===== config.mk =====
export PLATFORM = sky130hd
export DESIGN_NAME = lut_table_writer
export DESIGN_NICKNAME = d
export VERILOG_FILES = /design/src/rtl/lut_cfg_pkg.sv /design/src/rtl/lut_table_writer_ram.sv /design/src/rtl/lut_table_writer.sv
export SDC_FILE = /design/constraint.sdc
export NUM_CORES = 1
export LEC_CHECK = 0
export CORE_ASPECT_RATIO = 1.2
export CORE_MARGIN = 4
export CORE_UTILIZATION = 40
export DETAILED_ROUTE_END_ITERATION = 6
export SETUP_SLACK_MARGIN = 0.5
export SYNTH_ARGS = -nofsm -noshare
export SYNTH_HDL_FRONTEND = slang
export SYNTH_SLANG_ARGS = --single-unit

===== constraint.sdc =====
create_clock -name clk -period 5.45 [get_ports clk]
set_clock_uncertainty 0.15 [all_clocks]
set_input_delay 0.8175 -clock clk [delete_from_list [all_inputs] [get_ports clk]]
set_output_delay 0.8175 -clock clk [all_outputs]
set_load 0.01 [all_outputs]

===== src/rtl/lut_cfg_pkg.sv =====
// Shared configuration for the LogicNets neuron truth-table loader:
// default geometry, derived table depth/beat count and the FSM state type.
package lut_cfg_pkg;

    localparam int LUT_IN_BITS  = 7;
    localparam int LUT_OUT_BITS = 2;
    localparam int LUT_PACK     = 4;

    localparam int LUT_DEPTH = 1 << LUT_IN_BITS;
    localparam int LUT_BEATS = LUT_DEPTH / LUT_PACK;

    // Beat counter width; a single-beat table still needs a 1-bit counter.
    function automatic int cnt_width(input int beats);
        return (beats > 1) ? $clog2(beats) : 1;
    endfunction

    localparam int LUT_CNT_W = cnt_width(LUT_BEATS);

    typedef enum logic [1:0] {
        IDLE = 2'd0,
        LOAD = 2'd1,
        RUN  = 2'd2
    } lut_state_e;

endpackage


===== src/rtl/lut_table_writer_ram.sv =====
// lut_ram_wide_wr: distributed truth-table storage. One write port that
// stores PACK consecutive entries per beat (address = beat index) and one
// single-entry read port with a registered output. rd_clr forces the read
// result to zero so the caller can hide a table that is not yet valid.
module lut_ram_wide_wr
    import lut_cfg_pkg::*;
#(
    parameter int IN_BITS  = LUT_IN_BITS,
    parameter int OUT_BITS = LUT_OUT_BITS,
    parameter int PACK     = LUT_PACK,
    parameter int CNT_W    = cnt_width((1 << IN_BITS) / PACK)
) (
    input  logic                     clk,
    input  logic                     rst,
    input  logic                     wr_en,
    input  logic [CNT_W-1:0]         wr_beat,
    input  logic [PACK*OUT_BITS-1:0] wr_data,
    input  logic                     rd_en,
    input  logic                     rd_clr,
    input  logic [IN_BITS-1:0]       rd_addr,
    output logic [OUT_BITS-1:0]      rd_data
);

    localparam int DEPTH = 1 << IN_BITS;

    logic [OUT_BITS-1:0] mem_r [DEPTH];
    logic [OUT_BITS-1:0] rd_data_r;

    // Wide write: one beat fills PACK adjacent entries; contents are never reset.
    always_ff @(posedge clk) begin
        if (wr_en) begin
            for (int j = 0; j < PACK; j++) begin
                mem_r[IN_BITS'(int'(wr_beat) * PACK + j)] <= wr_data[j*OUT_BITS +: OUT_BITS];
            end
        end
    end

    // Registered read; holds the last result when no lookup is issued.
    always_ff @(posedge clk or posedge rst) begin
        if (rst) begin
            rd_data_r <= {OUT_BITS{1'b0}};
        end else if (rd_en) begin
            rd_data_r <= rd_clr ? {OUT_BITS{1'b0}} : mem_r[rd_addr];
        end else begin
            rd_data_r <= rd_data_r;
        end
    end

    assign rd_data = rd_data_r;

endmodule


===== src/rtl/lut_table_writer.sv =====
// lut_table_writer: runtime loader and 1-cycle lookup engine for one neuron
// truth table. Config beats stream in while in LOAD; once the last beat is
// written the table is flagged loaded and lookups return real data.
// Optional build macro: LUT_CHECKSUM_EN enables the running beat checksum;
// without it cfg_checksum is tied to zero.
module lut_table_writer
    import lut_cfg_pkg::*;
#(
    parameter int IN_BITS  = LUT_IN_BITS,
    parameter int OUT_BITS = LUT_OUT_BITS,
    parameter int PACK     = LUT_PACK
) (
    input  logic                     clk,
    input  logic                     rst,
    input  logic                     cfg_start,
    input  logic                     cfg_valid,
    input  logic [PACK*OUT_BITS-1:0] cfg_data,
    output logic                     cfg_ready,
    output logic                     cfg_done,
    output logic                     loaded,
    input  logic                     lk_valid,
    input  logic [IN_BITS-1:0]       lk_addr,
    output logic                     out_valid,
    output logic [OUT_BITS-1:0]      out_data,
    output logic                     err_lookup,
    output logic [15:0]              cfg_checksum
);

    localparam int DEPTH = 1 << IN_BITS;
    localparam int BEATS = DEPTH / PACK;
    localparam int CNT_W = cnt_width(BEATS);
    localparam logic [CNT_W-1:0] LAST_BEAT = CNT_W'(BEATS - 1);

    lut_state_e       state_r;
    logic [CNT_W-1:0] cnt_r;
    logic             cfg_ready_r;
    logic             cfg_done_r;
    logic             loaded_r;
    logic             out_valid_r;
    logic             err_lookup_r;
    logic             accept_s;
    logic             last_s;
    logic             rd_clr_s;

    // Beat handshake: a start in the same cycle always wins over the beat.
    always_comb begin
        accept_s = 1'b0;
        last_s   = 1'b0;
        if (cfg_ready_r && cfg_valid && !cfg_start) begin
            accept_s = 1'b1;
            last_s   = (cnt_r == LAST_BEAT);
        end else begin
            accept_s = 1'b0;
            last_s   = 1'b0;
        end
    end

    // Lookups while the table is incomplete read as zero.
    assign rd_clr_s = !loaded_r;

    // Load-control FSM with registered handshake and status outputs.
    always_ff @(posedge clk or posedge rst) begin
        if (rst) begin
            state_r     <= IDLE;
            cnt_r       <= {CNT_W{1'b0}};
            cfg_ready_r <= 1'b0;
            cfg_done_r  <= 1'b0;
            loaded_r    <= 1'b0;
        end else begin
            cfg_done_r <= 1'b0;
            case (state_r)
                IDLE, RUN: begin
                    if (cfg_start) begin
                        state_r     <= LOAD;
                        cnt_r       <= {CNT_W{1'b0}};
                        cfg_ready_r <= 1'b1;
                        loaded_r    <= 1'b0;
                    end
                end
                LOAD: begin
                    if (cfg_start) begin
                        cnt_r       <= {CNT_W{1'b0}};
                        cfg_ready_r <= 1'b1;
                    end else if (accept_s && last_s) begin
                        state_r     <= RUN;
                        cnt_r       <= {CNT_W{1'b0}};
                        cfg_ready_r <= 1'b0;
                        cfg_done_r  <= 1'b1;
                        loaded_r    <= 1'b1;
                    end else if (accept_s) begin
                        cnt_r <= cnt_r + {{(CNT_W-1){1'b0}}, 1'b1};
                    end
                end
                default: begin
                    state_r     <= IDLE;
                    cnt_r       <= {CNT_W{1'b0}};
                    cfg_ready_r <= 1'b0;
                    loaded_r    <= 1'b0;
                end
            endcase
        end
    end

    // Lookup valid pipeline and sticky error for lookups on an unloaded table.
    always_ff @(posedge clk or posedge rst) begin
        if (rst) begin
            out_valid_r  <= 1'b0;
            err_lookup_r <= 1'b0;
        end else begin
            out_valid_r <= lk_valid;
            if (lk_valid && !loaded_r) begin
                err_lookup_r <= 1'b1;
            end else if (cfg_start) begin
                err_lookup_r <= 1'b0;
            end else begin
                err_lookup_r <= err_lookup_r;
            end
        end
    end

    lut_ram_wide_wr #(
        .IN_BITS  (IN_BITS),
        .OUT_BITS (OUT_BITS),
        .PACK     (PACK),
        .CNT_W    (CNT_W)
    ) u_ram (
        .clk     (clk),
        .rst     (rst),
        .wr_en   (accept_s),
        .wr_beat (cnt_r),
        .wr_data (cfg_data),
        .rd_en   (lk_valid),
        .rd_clr  (rd_clr_s),
        .rd_addr (lk_addr),
        .rd_data (out_data)
    );

`ifdef LUT_CHECKSUM_EN
    logic [15:0] csum_r;

    // Wrap-around sum of accepted beats since the most recent start.
    always_ff @(posedge clk or posedge rst) begin
        if (rst) begin
            csum_r <= 16'h0000;
        end else if (cfg_start) begin
            csum_r <= 16'h0000;
        end else if (accept_s) begin
            csum_r <= csum_r + 16'(cfg_data);
        end else begin
            csum_r <= csum_r;
        end
    end

    assign cfg_checksum = csum_r;
`else
    assign cfg_checksum = 16'h0000;
`endif

    assign cfg_ready  = cfg_ready_r;
    assign cfg_done   = cfg_done_r;
    assign loaded     = loaded_r;
    assign out_valid  = out_valid_r;
    assign err_lookup = err_lookup_r;

endmodule


---- Word level (Yosys, flattened, before mapping) ----
Memories as Yosys holds them, arrays and structs flattened.
Index checks and enable logic that the tools add are counted.
word-level totals
  register bits ........................... 14
  bits in latches ......................... 0
  RAM bits ................................ 256
  ROM bits ................................ 0
  input port bits ......................... 20
  output and inout bits ................... 23
  memories kept ........................... 1
cells by class
  $add $sub $neg .......................... 4
  $mul .................................... 0
  divide/modulo/power cells ............... 0
  order comparisons ....................... 0
  eq/ne operators ......................... 8
  shift operators ......................... 0
  mux-type cells .......................... 26
  bitwise operators ....................... 0
  reductions and logical operators ........ 12
memories
  name         words  bits a word  read ports  clocked after Yosys merged registers in  wr ports  line                        text
  u_ram.mem_r  128    2            1           0                                        4         lut_table_writer_ram.sv:26  logic [OUT_BITS-1:0] mem_r [DEPTH];
operators by type and width
  operator                                                               count
  5-bit 2-to-1 mux                                                       4
  7-bit by 2-bit adder with 7-bit output, second input constant          2
  1-bit 2-to-1 mux                                                       14
  5-bit one-hot mux with 2 select lines                                  1
  2-bit 2-to-1 mux                                                       4
  7-bit by 1-bit adder with 7-bit output, second input constant          1
  2-bit inequality test, second input constant                           3
  5-bit by 1-bit adder with 5-bit output, second input constant          1
  5-bit equality test, second input constant                             1
  1-bit logical AND                                                      4
  4-bit inequality test, second input constant                           1
  1-bit one-hot mux with 2 select lines                                  2
  2-bit one-hot mux with 2 select lines                                  1
  2-bit AND reduction                                                    2
  3-bit inequality test, second input constant                           1
  3-bit AND reduction                                                    1
  2-bit by 1-bit equality test with 1-bit output, second input constant  1
  2-bit equality test, second input constant                             1
  1-bit logical NOT                                                      2
  2-bit logical NOT                                                      1
  2-bit nonzero test                                                     1
  2-bit OR reduction                                                     1

---- Depth between registers and ports, before layout ----
  depth in word-level cells ............... 7
  depth in mapped cells ................... 9
  depth with buffers taken out ............ 8

---- Hierarchy ----
Synthesis repeated with hierarchy kept, for this count alone.
second synthesis, totals
  cell total of the unflattened synthesis .. 598
  area total of the unflattened synthesis .. 10959.3 sq um
by module, submodules not included
  module            instances  cells an instance  area an instance (sq um)
  lut_ram_wide_wr   1          532                10314.9
  lut_table_writer  1          66                 644.4

---- Worst setup path after synthesis ----
Ideal clock, no wire load.
  path type ............................... input to register
  start ................................... in lk_addr[1]
  end ..................................... reg u_ram.rd_data_r[1] (netlist: u_ram.rd_data[1])
  setup time .............................. 128 ps
  data arrival time ....................... 2208 ps
  required time ........................... 5172 ps
  setup slack ............................. 2963 ps
  stages .................................. 7
  path through ............................ buf_2 -> buf_6 -> mux4_2 -> mux2i_1 -> o22ai_1 -> nor3_1 -> a22oi_2
between the ends
  longest elaborated chain between the ends .. 2
ends and longest elaborated chain
  element                 line                        text
  start: declaration      lut_table_writer.sv:22      input logic [IN_BITS-1:0] lk_addr,
  memory 128 x 2 bit      --
  2-bit 2-to-1 mux        lut_table_writer_ram.sv:43  rd_data_r <= rd_clr ? {OUT_BITS{1'b0}} : mem_r[rd_addr];
  end signal: assignment  lut_table_writer_ram.sv:41  rd_data_r <= {OUT_BITS{1'b0}};
  end signal: assignment  lut_table_writer_ram.sv:43
  end signal: assignment  lut_table_writer_ram.sv:45  rd_data_r <= rd_data_r;
  end: declaration        lut_table_writer_ram.sv:27  logic [OUT_BITS-1:0] rd_data_r;
No other way between the ends.
A chain may end at the register's enable or synchronous reset.

---- Final worst setup path ----
  start ................................... in lk_addr[0]
  end ..................................... reg u_ram.rd_data_r[1] (netlist: u_ram.rd_data[1])
The elaborated chain is that of the path after synthesis.

==> impl_metrics.tcl <==
set metrics [dict create \
    cts_setup_buffers 0 \
    critPathMostFrequentCell "buf_4" \
    chipHeight_microns 189 \
    swShare 0.198 \
    first_iter_violations 410 \
    yosysWarnings 0 \
    routed_via_density 5.52 \
    fillers 2341 \
    wl_per_cell_microns 23.0 \
    insertion_delay_ps 520 \
    start_util 0.405 \
    setup_viol 0 \
    worst_slew_pin_slew_ps 1110 \
    power.leakage_uw 0.00408 \
    grt_pass1_wl_mm 35.2 \
    grt_antenna_before_repair 0 \
    synth_edf_count 256 \
    clockBufferDepth 3 \
    holdBufCountCts 0 \
    reg2reg_from "cfg_ready$_DFFE_PP0P_" \
    nNetsFinal 671 \
    required_ps 5740 \
    maxCapViolations 0 \
    cp.arrival_ps 3290 \
    numCtsBuffers 27 \
    final.setup.tns_ps 0 \
    drtPass1Iterations 5 \
    port_buffers 26 \
    htree_levels 1 \
    stdcell_count 1006 \
    drv_slew 0 \
    dieArea_sq_mm 0.0301 \
    p_seq_frac 0.523 \
    crit_type "in2reg" \
    gp_congestion 0.798 \
    rsz0062_at_grt "false" \
    coreArea_sq_mm 0.0271 \
    hp-start "state_r[0]$_DFFE_PP0P_" \
    drive_above_1_share 0.159 \
    hp-class "reg2reg" \
    grt-ovfl-total 0 \
    cp-end-kind "register" \
    start_kind "input port" \
    grt_pass1_vias 5728 \
    critical_path.slowest_cell "buf_4" \
    syn_area_sq_mm 0.0110 \
    dp_cells 960 \
    p_int_uw 3490 \
    synth_flop_cell "edfxtp_1" \
    ant_nets 0 \
    grt_usage 0.152 \
    cts-resized-gates 0 \
    clkSlewWorstSetupHoldPaths_ps 60 \
    wl_mm 23.2 \
    diodes 0 \
    finalPower_uw 4350 \
    run_status "completed" \
    synth_cell_type_count 51 \
    cp-startpoint "lk_addr[0]" \
    cp_cell_sequence "buf_4 -> buf_4 -> mux2i_1 -> o22ai_1 -> nor3_1 -> or4_1 -> nand3_1 -> nand4_1 -> a22oi_2" \
    route.vias.total 5549 \
    synth_area_per_cell_sq_um 17.8 \
    seq_area_frac_synth 0.730 \
    area_growth_pct 12.2 \
    p_per_area_mw_per_mm2 353 \
    vdd_ir_drop_max_mv 0.271 \
    p_clk_frac 0.426 \
    drc_errors 0 \
    min_period_ps 3010 \
    cts_sinks 269 \
    fin_crit_sh 0.552 \
    dpl.hpwl_mm 13.7 \
    comb_power_share 0.050 \
    die_w_microns 159 \
    slowest_delay_ps 770 \
    slew_headroom 0.257 \
    grt_max_degree 64 \
    fmax_mhz 333 \
    row_count 66 \
    final_hold_viol_count 0 \
    cts_tree "done" \
    synthArstFlopShare 0.0483 \
    power.switching_uw 862 \
    pin_count 43 \
    path_max_fanout 63 \
    root_buffer "clkbuf_16" \
    syn_inst 616 \
    ys_seq_elements 269 \
]
per-stage QoR:
step | utilization | setup slack (ps) | hold slack [ps] | instance area (sq um)
after floorplan | - | 2960 | 339 | 11000
after CTS | 0.454 | 2450 | 388 | 12300
after global routing | 0.454 | 2300 | 409 | 12300
final | 0.454 | 2440 | 388 | 12300
after global placement | 0.422 | 1920 | 369 | 11400
after detailed placement | 0.422 | 1890 | 373 | 11400
registers in the layout, indices dropped and copies added (netlist names):
| signal | flops |
|---|---|
| err_lookup | 1 |
| cfg_done | 1 |
| cfg_ready | 1 |
| u_ram.mem_r | 256 |
| u_ram.rd_data | 2 |
| out_valid | 1 |
| cnt_r | 5 |
| state_r | 2 |
metal layers:
| metal | track usage | wire length (microns) |
|---|---|---|
| met1 | 0.200 | 9640 |
| met2 | 0.263 | 11700 |
| met3 | 0.0218 | 1140 |
| met4 | 0.0501 | 661 |
| met5 | 0 | 0 |
critical path: cells and delay by family:
kind                   cells  cell delay (ps)
buffers and inverters      2             1150
AND/OR/NAND/NOR            4              780
AO/OA/AOI/OAI              2              330
multiplexers               1              110
power groups by stage:
stage                     clock, uW  sequential [uW]  combinational (uW)
after floorplan                   0             2320                 142
after global placement            0             2320                 221
after detailed placement          0             2320                 222
after CTS                      1890             2280                 222
after global routing           1980             2270                 236
final                          1850             2280                 218
worst paths after layout:
| check | endpoint | slack [ps] | cells past startpoint |
|---|---|---|---|
| min in group asynchronous | cfg_ready$_DFFE_PP0P_ | 540 | 2 |
| max in group asynchronous | cnt_r[4]$_DFFE_PP0P_ | 4210 | 2 |
| worst max-delay path | u_ram.rd_data[1]$_DFFE_PP0P_ | 2440 | 9 |
| worst max register to register | u_ram.mem_r[123][0]$_DFFE_PP_ | 3040 | 4 |
| worst min register to register | cfg_ready$_DFFE_PP0P_ | 390 | 1 |
| worst min-delay path | cfg_ready$_DFFE_PP0P_ | 390 | 1 |
cell usage after synthesis (all sizes together), types with 2 or more instances:
| master | n | share of area |
|---|---|---|
| a21oi | 10 | 0.0046 |
| or2 | 2 | 0.0011 |
| and2 | 2 | 0.0011 |
| clkbuf | 9 | 0.0034 |
| o22ai | 22 | 0.013 |
| o21ai | 8 | 0.0037 |
| nand2 | 24 | 0.0084 |
| a22oi | 2 | 0.0018 |
| a221oi | 2 | 0.0016 |
| edfxtp | 256 | 0.70 |
| o31ai | 2 | 0.0014 |
| a2111oi | 2 | 0.0016 |
| nand4 | 6 | 0.0034 |
| o2111ai | 2 | 0.0016 |
| nand3 | 10 | 0.0046 |
| nor3 | 8 | 0.0037 |
| mux2 | 9 | 0.0092 |
| nand2b | 5 | 0.0042 |
| mux2i | 58 | 0.053 |
| mux4 | 38 | 0.078 |
| nor2 | 50 | 0.017 |
| nor2b | 14 | 0.0080 |
| dfrtp | 13 | 0.030 |
| o21bai | 2 | 0.0014 |
| buf | 39 | 0.029 |
| and3 | 2 | 0.0011 |
| inv | 4 | 0.0014 |
| ha | 2 | 0.0023 |
layout by cell type (no fill, tap or decap), types with 4 or more instances in the layout:
master           count
buf_4               12
o22ai_1             21
nand2_1             23
clkinv_1             5
inv_1                4
nor2_1              50
nand4_1              6
edfxtp_1           256
nand3_1             10
clkdlybuf4s50_1     22
mux2i_1             58
a21oi_1             10
clkbuf_16           27
dfrtp_1             13
mux2_2               9
nor2b_1             14
nor3_1               8
bufinv_16            5
conb_1              16
mux4_2              38
o21ai_0              8
clkinv_2             4
layout make-up:
cell class / instances / area (sq um) / area share
Multi-Input combinational cell: 310 / 2640 / 0.214
Inverter: 4 / 15.0 / 0.00122
Timing Repair Buffer: 37 / 325 / 0.0264
Clock inverter: 16 / 204 / 0.0166
Sequential cell: 269 / 8010 / 0.651
Tap cell: 340 / 425 / 0.0346
Clock buffer: 30 / 687 / 0.0558
logic make-up (layout without fill, tap and decap cells):
group / count (synthesis) / count (layout) / synth area share
flops: 269 / 269 / 0.730
compound gates: 58 / 58 / 0.0355
buf+inv: 52 / 87 / 0.0341
fa+ha+maj: 2 / 2 / 0.00228
mux: 105 / 105 / 0.140
other cells: 1 / 16 / 0.000342
simple gates: 129 / 129 / 0.0571
Power figures use the tool's default switching activity.
==> RTL edit 1, RTL diff (same settings) <==
The 3 states of `lut_state_e` get a one-hot encoding in 3 bits.
--- a/src/rtl/lut_cfg_pkg.sv
+++ b/src/rtl/lut_cfg_pkg.sv
@@ -17,8 +17,8 @@
     localparam int LUT_CNT_W = cnt_width(LUT_BEATS);
 
-    typedef enum logic [1:0] {
-        IDLE = 2'd0,
-        LOAD = 2'd1,
-        RUN  = 2'd2
+    typedef enum logic [2:0] {
+        IDLE = 3'b001,
+        LOAD = 3'b010,
+        RUN  = 3'b100
     } lut_state_e;
 
Behaviour: same outputs for any inputs over 4 cycles, from zero or initial values and one cycle with rst high; so few cycles prove little.
==> RTL edit 1 against the original RTL <==
  * Wire length is 1.8% higher
  * Area after synthesis is 0.73% lower
  * Clock power is 4% lower
  * Count of clock-buffer cells in the layout is 3 higher
  * Worst setup slack better by 0.045 ns
  * Core utilization is 0.63 points higher
  * First-iteration DRC count is 38% higher
  * Design area is 0.46% lower
  * Sequential cell count is 1 higher
  * Total power is 0.29% higher
==> RTL edit 1: results (changes against the original RTL) <==
Fill count - 2,236 (was 2,341)
Nets - 663 (was 671)
Most common library cells after synthesis - 256 x edfxtp_1, 52 x nor2_1, 48 x mux2i_1 (was 256 x edfxtp_1, 58 x mux2i_1, 50 x nor2_1)
Slew margin rel. - 0.456 (was 0.257)
Highest-delay cell along the critical path - mux4_2 (was buf_4)
Share of cells above drive strength 1 - 0.162 (was 0.159)
M1 wire length - 9.81 mm (was 9.64 mm)
Largest registers - u_ram.mem_r x256, cnt_r x5, state_r x3 (was u_ram.mem_r x256, cnt_r x5)
Placed cells - 947 (was 960)
Area contributors post-synth - edfxtp_1 71%, mux4_2 9.1%, mux2i_1 4.4%, dfrtp_1 3.0%, nor2_1 1.8% (was edfxtp_1 70%, mux4_2 7.8%, mux2i_1 5.3%, dfrtp_1 3.0%, nor2_1 1.7%)
Finished Layout Cells - 996 (was 1,006)
Top Family by Delay on Critical Path - multiplexers (was buffers and inverters)
Largest net degree at the start of global routing - 50 (was 64)
Detailed placer's ending HPWL - 14.1 mm (was 13.7 mm)
Syn avg cell area - 17.9 um2 (was 17.8 um2)
Met2 wire length - 12.1 mm (was 11.7 mm)
DR iter-0 viols - 566 (was 410)
Number of global-route vias before repair - 5,773 (was 5,728)
Total GRT Usage - 0.159 (was 0.152)
Status - completed (unchanged)
Async set-reset flop share out of synthesis - 0.0519 (was 0.0483)
Gpl congestion - 0.872 (was 0.798)
WP data arrival - 3.20 ns (was 3.29 ns)
Met3 Wirelength - 1.31 mm (was 1.14 mm)
Yosys cell types - 44 (was 51)
Peak supply drop - 220 uV (was 271 uV)
First-pass GRT wire length - 35.8 mm (was 35.2 mm)
Sequential share of the synthesized area - 0.738 (was 0.730)
Total wire length - 23.6 mm (was 23.2 mm)
Slowest stage delay, CP - 0.51 ns (was 0.77 ns)
Leakage - 4.04 nW (was 4.08 nW)
Pre-CTS setup slack - 1.98 ns (was 1.89 ns)
Via count - 5,538 (was 5,549)
-- RTL edit 1: cell types whose count changed in the layout (fill, tap and decap cells not counted), moves of 4 or more --
cell	delta
mux4_2	+6
nor2b_1	-4
o21ai_0	-7
a21oi_1	+4
nand2_1	+7
nand2b_1	+6
mux2i_1	-10
a31oi_1	+5
nand3_1	-5
nand4_1	-4
-- RTL edit 1: where the power goes --
part | internal, W | total (W) | switching, W
logic | 0.000103 | 0.000271 | 0.000169
clock network | 0.00105 | 0.00178 | 0.000732
registers | 0.00229 | 0.00231 | 0.0000174
-- RTL edit 1: area by class of cell --
class	instances	share of cell area
Clock buffer	33	0.0570
Clock inverter	16	0.0124
Inverter	4	0.00123
Multi-Input combinational cell	303	0.214
Sequential cell	270	0.656
Tap cell	335	0.0342
Timing Repair Buffer	35	0.0255
-- RTL edit 1: final timing paths --
check                                      start                            to  slack, ns
setup / recovery                      lk_addr[1]  u_ram.rd_data[1]$_DFFE_PP0P_       2.49
setup reg to reg           cfg_ready$_DFFE_PP0P_  u_ram.mem_r[50][0]$_DFFE_PP_       2.98
max in group asynchronous                    rst          cnt_r[0]$_DFFE_PP0P_       4.19
hold reg to reg            cfg_ready$_DFFE_PP0P_         cfg_ready$_DFFE_PP0P_       0.37
min in group asynchronous                    rst  u_ram.rd_data[0]$_DFFE_PP0P_       0.53
hold / removal             cfg_ready$_DFFE_PP0P_         cfg_ready$_DFFE_PP0P_       0.37
-- RTL edit 1: metrics by stage --
step                instance area (um2)  power [W]  hold WS, ns
floorplan                         10900    0.00252        0.385
finish                            12300    0.00436        0.366
detailed placement                11400    0.00262        0.344
global route                      12300    0.00451        0.403
CTS                               12300    0.00440        0.368
global placement                  11400    0.00262        0.350
-- RTL edit 1: logic make-up after synthesis --
| kind of cell | Yosys count | share of synthesized area |
|---|---|---|
| AOI/OAI and AO/OA | 58 | 0.0352 |
| xor gates and xnor gates | 3 | 0.00241 |
| adders and majority gates | 2 | 0.00230 |
| buffers and inverters | 50 | 0.0267 |
| DFF | 270 | 0.738 |
| muxes | 99 | 0.142 |
| other | 1 | 0.000344 |
| and+or+nand+nor | 125 | 0.0525 |
-- RTL edit 1: routing by layer --
layer	up-vias	track usage
met1	2870	0.219
met3	39	0.0253
met4	0	0.0404
met5	-	0
met2	186	0.263
li1	2443	-
==> RTL edit 2, RTL diff (config.mk and constraints unchanged) <==
Without the edit above. `LUT_OUT_BITS`: 2 -> 4.
--- a/src/rtl/lut_cfg_pkg.sv
+++ b/src/rtl/lut_cfg_pkg.sv
@@ -4,5 +4,5 @@
 
     localparam int LUT_IN_BITS  = 7;
-    localparam int LUT_OUT_BITS = 2;
+    localparam int LUT_OUT_BITS = 4;
     localparam int LUT_PACK     = 4;
 
Interface: changed (resized cfg_data and out_data); port bits go from 43 to 53. No check against the original RTL was run, so the function may have changed too.
==> RTL edit 2 against the original RTL <==
  * The run now ends with max-capacitance violations left
  * Combinational power increased by 98%
  * Sequential share of layout area increased by 1.4 points
  * Hold slack got worse by 0.013 ns
  * Sequential cell count increased by 258
  * Design area increased by 93%
  * Largest cell class unchanged
  * Total power increased by 93%
  * Highest routed layer unchanged
  * Area after synthesis increased by 92%
  * Register-to-register slack got worse by 0.77 ns
  * Wire length increased by 120%
  * Worst setup slack got worse by 0.35 ns
  * Clock power increased by 89%
==> RTL edit 2: results (changes against the original RTL) <==
Status - finished with violations (was completed)
Failing checks - max-capacitance violations
Largest net degree at the start of global routing - 92 (was 64)
Sequential share of the synthesized area - 0.749 (was 0.730)
Peak supply drop - 224 uV (was 271 uV)
Sw Ratio - 0.206 (was 0.198)
Post-synth EDFFs - 512 (was 256)
Gpl congestion - 0.810 (was 0.798)
Met2 wire length - 26.1 mm (was 11.7 mm)
Async set-reset flop share out of synthesis - 0.0285 (was 0.0483)
Num CTS Buffers - 49 (was 27)
Placed cell areas - 22,000 um2 (was 11,400 um2)
Leakage - 7.78 nW (was 4.08 nW)
Max FFs per register - 512 (was 256)
DR iter-0 viols - 958 (was 410)
Nets - 1,188 (was 671)
Most common library cells after synthesis - 512 x edfxtp_1, 108 x mux2i_1, 69 x mux4_2 (was 256 x edfxtp_1, 58 x mux2i_1, 50 x nor2_1)
Area contributors post-synth - edfxtp_1 73%, mux4_2 7.4%, mux2i_1 5.1%, dfrtp_1 1.8%, mux4_1 1.4% (was edfxtp_1 70%, mux4_2 7.8%, mux2i_1 5.3%, dfrtp_1 3.0%, nor2_1 1.7%)
Worst-Skew Late Latency - 0.56 ns (was 0.52 ns)
Initial antenna violation count - 3 (was 0)
Share of cells above drive strength 1 - 0.180 (was 0.159)
Yosys cell types - 57 (was 51)
Pre-CTS setup slack - 1.55 ns (was 1.89 ns)
Via count - 10,700 (was 5,549)
Slew @ Worst Pin - 1.46 ns (was 1.11 ns)
Total GRT Usage - 0.179 (was 0.152)
WP data arrival - 3.67 ns (was 3.29 ns)
Met3 Wirelength - 3.12 mm (was 1.14 mm)
Detailed placer's ending HPWL - 28.4 mm (was 13.7 mm)
Maxcap violations - 1 (was 0)
First-pass GRT wire length - 73.9 mm (was 35.2 mm)
Total wire length - 50.8 mm (was 23.2 mm)
M1 wire length - 19.8 mm (was 9.64 mm)
Fill count - 4,367 (was 2,341)
==> RTL edit 2: changes by cell type after synthesis, sizes merged, moves of 6 or more <==
cell / change
a31oi: +6
edfxtp: +256
mux4: +42
buf: +16
clkbuf: +10
mux2i: +50
nor2: -9
nand2: +18
a21oi: +15
o221ai: +9
a22oi: +28
==> RTL edit 2: area by class of cell <==
type | count | area [um2] | share of cell area
sequential | 527 | 15800 | 0.665
clock inverter | 24 | 267 | 0.0112
antenna | 1 | 2.50 | 0.000106
inverter | 6 | 22.5 | 0.000950
clock buffer | 66 | 1380 | 0.0583
tap | 697 | 872 | 0.0368
multi-input combinational | 499 | 4780 | 0.202
timing repair buffer | 75 | 624 | 0.0263
==> RTL edit 2: logic make-up after synthesis <==
family                   share of synthesized area
AO/OA/AOI/OAI                               0.0436
AND/OR/NAND/NOR                             0.0359
other                                     0.000178
multiplexers                                 0.142
flip-flops                                   0.749
adder cells (fa/ha/maj)                    0.00119
buffers and inverters                       0.0280
==> RTL edit 2: path summary, 6_finish.rpt <==
check | from | endpoint | slack [ns] | cells past startpoint
max in group asynchronous | rst | out_valid$_DFF_PP0_ | 4.08 | 2
worst max-delay path | lk_addr[2] | u_ram.rd_data[1]$_DFFE_PP0P_ | 2.09 | 7
worst min register to register | err_lookup$_DFFE_PP0P_ | err_lookup$_DFFE_PP0P_ | 0.37 | 2
worst min-delay path | err_lookup$_DFFE_PP0P_ | err_lookup$_DFFE_PP0P_ | 0.37 | 2
min in group asynchronous | rst | cnt_r[0]$_DFFE_PP0P_ | 0.61 | 2
worst max register to register | cnt_r[4]$_DFFE_PP0P_ | u_ram.mem_r[81][3]$_DFFE_PP_ | 2.27 | 3
==> RTL edit 2: worst max-delay path: stages <==
cell and delay, ns:
buf_2 0.64, nor2b_1 0.43, a22oi_1 0.28, a211oi_1 0.12, nor4_1 0.82, o221ai_1 0.28, a32oi_1 0.24
==> RTL edit 2: metrics by stage <==
step / util / instances / power [W]
5_1_grt: 0.458 / 1894 / 0.00863
3_3_place_gp: 0.426 / 1803 / 0.00499
6_report: 0.458 / 1895 / 0.00838
2_1_floorplan: - / 1106 / 0.00480
4_1_cts: 0.458 / 1893 / 0.00845
3_5_place_dp: 0.426 / 1803 / 0.00499
==> RTL edit 2: per-layer routing <==
layer	vias to the layer above	track usage
met5	-	0
met4	0	0.0603
met3	96	0.0266
met2	380	0.312
met1	5613	0.230
li1	4569	-
==> RTL edit 2: power by group through the flow <==
stage          logic, W  registers [W]  clock network (W)
2_1_floorplan  0.000254        0.00455                  0
3_3_place_gp   0.000437        0.00455                  0
3_5_place_dp   0.000439        0.00455                  0
4_1_cts        0.000440        0.00447            0.00355
5_1_grt        0.000461        0.00446            0.00370
6_report       0.000431        0.00447            0.00349
